**src/rtl/regfile_32x32.sv**
```systemverilog
`timescale 1ns/1ps
// mux32_1: one-bit 32:1 selector built as a five-level mux2 tree.
module mux32_1 (
    input  logic [31:0] dataIn,
    input  logic [4:0]  sel,
    output logic        dataOut
);

    logic [15:0] l1;
    logic [7:0]  l2;
    logic [3:0]  l3;
    logic [1:0]  l4;

    // Each level halves the candidates using one select bit, LSB first.
    always_comb begin
        l1 = '0;
        l2 = '0;
        l3 = '0;
        l4 = '0;
        for (int unsigned i = 0; i < 16; i++) l1[i] = sel[0] ? dataIn[2*i+1] : dataIn[2*i];
        for (int unsigned i = 0; i < 8; i++)  l2[i] = sel[1] ? l1[2*i+1] : l1[2*i];
        for (int unsigned i = 0; i < 4; i++)  l3[i] = sel[2] ? l2[2*i+1] : l2[2*i];
        for (int unsigned i = 0; i < 2; i++)  l4[i] = sel[3] ? l3[2*i+1] : l3[2*i];
        dataOut = sel[4] ? l4[1] : l4[0];
    end

endmodule

// regfile_32x32: 32 x WIDTH register file, one write port, two
// combinational read ports, one hardwired-zero entry.
module regfile_32x32 #(
    parameter int unsigned WIDTH    = 32,
    parameter int unsigned ZERO_REG = 31
) (
    input  logic             clk,
    input  logic             reset_n,
    input  logic             regWrite,
    input  logic [4:0]       writeReg,
    input  logic [WIDTH-1:0] writeData,
    input  logic [4:0]       readReg1,
    input  logic [4:0]       readReg2,
    output logic [WIDTH-1:0] readData1,
    output logic [WIDTH-1:0] readData2
);

    logic [WIDTH-1:0] regs [32];
    logic [31:0]      wen;
    logic [31:0]      col  [WIDTH];

    // Write decoder: one-hot enable, never selects the zero register.
    always_comb begin
        wen = '0;
        if (regWrite && (writeReg != 5'(ZERO_REG)))
            wen[writeReg] = 1'b1;
    end

    // Register array with load enables; async reset clears everything.
    always_ff @(posedge clk or negedge reset_n) begin
        if (!reset_n) begin
            for (int unsigned r = 0; r < 32; r++) regs[r] <= '0;
        end else begin
            for (int unsigned r = 0; r < 32; r++)
                if (wen[r]) regs[r] <= writeData;
        end
    end

    // Transpose into per-bit mux inputs; zero register inputs tied low.
    always_comb begin
        for (int unsigned b = 0; b < WIDTH; b++) begin
            col[b] = '0;
            for (int unsigned r = 0; r < 32; r++)
                col[b][r] = (r == ZERO_REG) ? 1'b0 : regs[r][b];
        end
    end

    for (genvar b = 0; b < WIDTH; b++) begin : g_bit
        mux32_1 u_rd1 (.dataIn(col[b]), .sel(readReg1), .dataOut(readData1[b]));
        mux32_1 u_rd2 (.dataIn(col[b]), .sel(readReg2), .dataOut(readData2[b]));
    end

endmodule
```
**config.mk**
```make
export PLATFORM = sky130hd
export DESIGN_NAME = regfile_32x32
export DESIGN_NICKNAME = d
export VERILOG_FILES = /design/src/rtl/regfile_32x32.sv
export SDC_FILE = /design/constraint.sdc
export NUM_CORES = 2
export LEC_CHECK = 0
export BUFFER_PORTS_ARGS = -buffer_cell sky130_fd_sc_hd__buf_2
export CAP_MARGIN = 20
export CORE_MARGIN = 2
export CORE_UTILIZATION = 65
export CTS_CLUSTER_SIZE = 20
export DETAILED_ROUTE_END_ITERATION = 12
export MAX_ROUTING_LAYER = met4
export PLACE_DENSITY = 0.83
export SKIP_CTS_REPAIR_TIMING = 1
export SKIP_LAST_GASP = 1
export SLEW_MARGIN = 20
export SYNTH_ARGS = -nofsm -noshare
export SYNTH_HDL_FRONTEND = slang
export SYNTH_SLANG_ARGS = --single-unit
```
**constraint.sdc**
```tcl
create_clock -name clk -period 3.5 [get_ports clk]
set_input_delay 0 -clock clk [delete_from_list [all_inputs] [get_ports clk]]
set_output_delay 0 -clock clk [all_outputs]
set_load 0.02 [all_outputs]
```
; After elaboration in Yosys (flattened, before gate mapping)
; Index checks and enable logic that the tools add are counted.
; W data, S select, Z words.
[classes]
mux = 1987
n_eq_ne = 1
n_reduce_logical = 2
magnitude_cmp = 2
[ops]
columns = operator, n
row1 = $mux W1, 1985
row2 = $mux W31, 1
row3 = $lt A5 B6 Y1 const B, 1
row4 = $demux W1 S5, 1
row5 = $ge A5 B1 Y1 const B, 1
row6 = $ne A5 B5 Y1 const B, 1
row7 = $logic_and A1 B1 Y1, 2
[word_totals]
out_inout_bits = 64
register_bits = 992

; Longest topological paths before layout
[depth]
depth_word = 5
depth_mapped = 8

; Modules after synthesis
; Synthesis repeated with hierarchy kept, for this count alone.
[unflattened]
cells_unflattened = 4852
area_unflattened_um2 = 57938.1
[by_module_without_submodules]
columns = module, cells_per_inst, seq_area_each_um2, area_each_um2, n_inst
row1 = regfile_32x32, 2228, 24823.8, 37118.1, 1
row2 = mux32_1, 41, 0.0, 325.3, 64

; Worst setup path after synthesis
; Ideal clock, no wire load.
[synth_timing]
path_type = register to output
from = reg regs, in the netlist col[1007]
to = out readData2[0]
stages_incl_launch_ff = 6
path_slack_ps = 2137
t_arrival_ps = 1363
cell_sequence = dfrtp_1 > mux4_2 > mux2i_1 > o32a_1 > o311ai_0 > buf_4
[synth_via]
elab_chain_len = 5
[synth_lines]
columns = element, line_no
row1 = "start, declared", 46  ; logic [WIDTH-1:0] regs [32];
row2 = "start signal, assigned by index", 63  ; if (wen[r]) regs[r] <= writeData;
row3 = $mux W1, 20  ; for (int unsigned i = 0; i < 16; i++) l1[i] = sel[0] ? dataIn[2*i+1] : dataIn[2*i];
row4 = $mux W1, 21  ; for (int unsigned i = 0; i < 8; i++) l2[i] = sel[1] ? l1[2*i+1] : l1[2*i];
row5 = $mux W1, 22  ; for (int unsigned i = 0; i < 4; i++) l3[i] = sel[2] ? l2[2*i+1] : l2[2*i];
row6 = $mux W1, 23  ; for (int unsigned i = 0; i < 2; i++) l4[i] = sel[3] ? l3[2*i+1] : l3[2*i];
row7 = $mux W1, 24  ; dataOut = sel[4] ? l4[1] : l4[0];
row8 = "end, declared", 43  ; output logic [WIDTH-1:0] readData2
; Every way passes these cells.

; Final worst setup path
[layout_timing]
from = in readReg1[1]
to = out readData1[30]
[layout_via]
elab_chain_len = 4
word_cells_on_any_way = 15
classes_between = mux: 15
[layout_lines]
columns = element, line_no
row1 = "start, declared", 40  ; input logic [4:0] readReg1,
row2 = $mux W1, 21
row3 = $mux W1, 22
row4 = $mux W1, 23
row5 = $mux W1 (*), 24
row6 = "end, declared", 42  ; output logic [WIDTH-1:0] readData1,
; Mark *: on every way between the ends. The rest lies on a longest branch, timed or not.

==> impl_metrics.csv <==
group,metric,value,unit
final_layout,utilization,71.2,%
critical_path,crit_required,3.50,ns
critical_path,crit_chain,"buf_6 -> buf_12 -> mux2i_1 -> a22oi_1 -> a21oi_1 -> nor4_1 -> buf_2",
clock_tree,clk_pin_slew,0.06,ns
floorplanning,die_y,294,um
timing,whs,-0.0314,ns
synthesis,synth_cells,4435,
routing,viasPerCell,7.22,
routing,post-route-drc-count,0,
clock_tree,cts_sinks,992,
global_route,first_global_vias,40377,
critical_path,crit_buf_inv,3,
timing,tightest_slew,1.17,ns
final_layout,design_area,0.0593,mm^2
clock_tree,cts_buffers,102,
timing,skew,0,ns
timing,rsz0062_at_grt,"no",
critical_path,slowest_delay,0.78,ns
critical_path,end_kind,"output port",
synthesis,yosys_warnings,0,
timing,finalWorstPathRequiredPeriod,2.78,ns
clock_tree,clock_path_buffers,3,
global_route,antenna_found_initial,3,
synthesis,ys_types,41,
floorplanning,start_util,65.4,%
synthesis,yosysMostFrequentCell,"dfrtp_1",
critical_path,crit_arrival,2.78,ns
floorplanning,rows,106,
final_layout,fin_nets,4363,
synthesis,yosys-top-cells-count,"dfrtp_1 (992), mux2_2 (965), mux2i_1 (949), a22oi_1 (379), nand2_1 (208)",
hold_path,hold_path_class,"input port to flop",
floorplanning,core-area,0.0833,mm^2
global_route,grt-ovfl-total,0,
timing,fin_crit_sh,79.5,%
synthesis,yosysTopAreaCellShare,45.6,%
timing,fin_setup_tns,0,ns
critical_path,critPathKind,"input port to output port",
power,total_power,33.5,mW
timing,layout_setup_ws,0.717,ns
routing,ant_nets,0,
final_layout,largest_reg_flops,992,
final_layout,fin_cells,5479,
floorplanning,pin_count,114,
clock_tree,clk-insertion-delay-late,0.68,ns
synthesis,synth_area_leaders,"dfrtp_1 (46%), mux2_2 (20%), mux2i_1 (17%), a22oi_1 (5.2%), buf_4 (2.0%)",
timing,report.final.slew_viol_count,0,
routing,route.vias.total,39531,
global_route,track_usage,40.0,%
clock_tree,cts_tree,"yes",
hold_path,min_from,"writeData[14]",
routing,first_pass_iters,7,
synthesis,synth.largest_area_cell,"dfrtp_1",
timing,fmax,359,MHz
clock_tree,cts_root_buf,"clkbuf_16",
synthesis,synth_ff_type,"dfrtp_1",
critical_path,cp_slowest_cell,"nor4_1",
timing,setup_viol,0,
global_route,grt_pass1_wl,252000,um
final_layout,layout-drive-gt1-share,33.3,%
routing,wl_per_cell,30.7,um
placement,portBuffers,113,
floorplanning,die_width,294,um
run,maxCapViolCount,0,
synthesis,syn_avg_cell_area,12.3,um^2
clock_tree,h-tree-depth,3,
routing,drtIter0Drc,4394,
power,p_leak,28.0,nW
status,violations,"negative hold slack",
critical_path,cp_top_family,"buffers and inverters",
placement,pre_cts_slack,0.924,ns
synthesis,syn-cell-area,0.0545,mm^2
critical_path,crit_start,"readReg1[1]",
synthesis,synth-edff-count,0,
floorplanning,dieArea,0.0862,mm^2
synthesis,syn-num-nets,4485,
critical_path,start_kind,"input port",
synthesis,ys_ff_latch,992,
power,peakVddDrop,0.448,mV
status,status,"finished, violations left",
timing,hold_viol_final,281,
critical_path,r2r_start,"col[557]",
global_route,grt_max_degree,131,
placement,dp_hpwl,100000,um
synthesis,synth_seq_area_share,45.6,%
placement,dpl_cell_area,0.0557,mm^2
timing,relSlewSlack,21.5,%
placement,place_inst,5279,
routing,drt_wl_total,168000,um
critical_path,cp_max_fo,58,
final_layout,syn2layout_area_growth,8.86,%
synthesis,synth-async-reset-ratio,100,%
placement,place_congestion,0.916,
power,p_per_area,565,mW/mm^2
## where the power goes
group	switching [mW]	total (mW)	internal (mW)
clock network	4.67	11.5	6.82
registers	1.75	15.5	13.7
logic	3.24	6.58	3.33
## cell families (layout without fill, tap and decap cells)
| kind of cell | count (synthesis) | count (layout) | share of synthesized area [%] |
|---|---|---|---|
| other | 0 | 3 | 0 |
| muxes | 1948 | 1948 | 38.2 |
| buffers and inverters | 530 | 491 | 5.21 |
| DFF | 992 | 992 | 45.6 |
| and+or+nand+nor | 393 | 393 | 3.54 |
| AOI/OAI and AO/OA | 572 | 572 | 7.46 |
## layout make-up
cell class              count  area (um^2)
clock buffers             158         3150
clock inverters            29          388
inverters                  33          124
well taps                1080         1350
repair buffers            271         2330
fillers                  5596        24000
diodes                      3         7.51
flip-flops and latches    992        24800
multi-input cells        2913        27100
## worst paths after layout
path                                       to  slack (ns)  cells after the start
worst max-delay path            readData1[30]        0.72                      7
worst min-delay path                 col[552]       -0.03                      2
worst max register to register       col[557]        2.67                      1
worst min register to register       col[989]        0.51                      1
max in group asynchronous            col[331]        2.65                      3
min in group asynchronous            col[912]        0.08                      3
## placed cells by master, fill, tap and decap left out, drive strengths merged
cell type / count
a21oi: 126
a22oi: 379
and2: 2
and3: 1
and3b: 1
and4b: 4
and4bb: 2
buf: 262
bufinv: 9
clkbuf: 158
clkinv: 15
clkinvlp: 1
dfrtp: 992
diode: 3
dlygate4sd3: 9
inv: 37
mux2: 992
mux2i: 949
mux4: 7
nand2: 208
nand2b: 2
nand3: 64
nand3b: 5
nor2: 18
nor2b: 4
nor3: 1
nor3b: 4
nor4: 63
nor4b: 4
nor4bb: 6
o2111ai: 1
o211ai: 1
o221ai: 63
o311ai: 1
o32a: 1
or2: 3
or3b: 1
## routing by layer
layer  track usage [%]  vias up  routed length, um
li1                  -    16221                  -
met1              51.4    20190              64700
met2              59.1     2465              75300
met3              9.92      655              18700
met4              20.1        0               9490
met5                 -        -                  0
(Power assumes the default switching activity.)
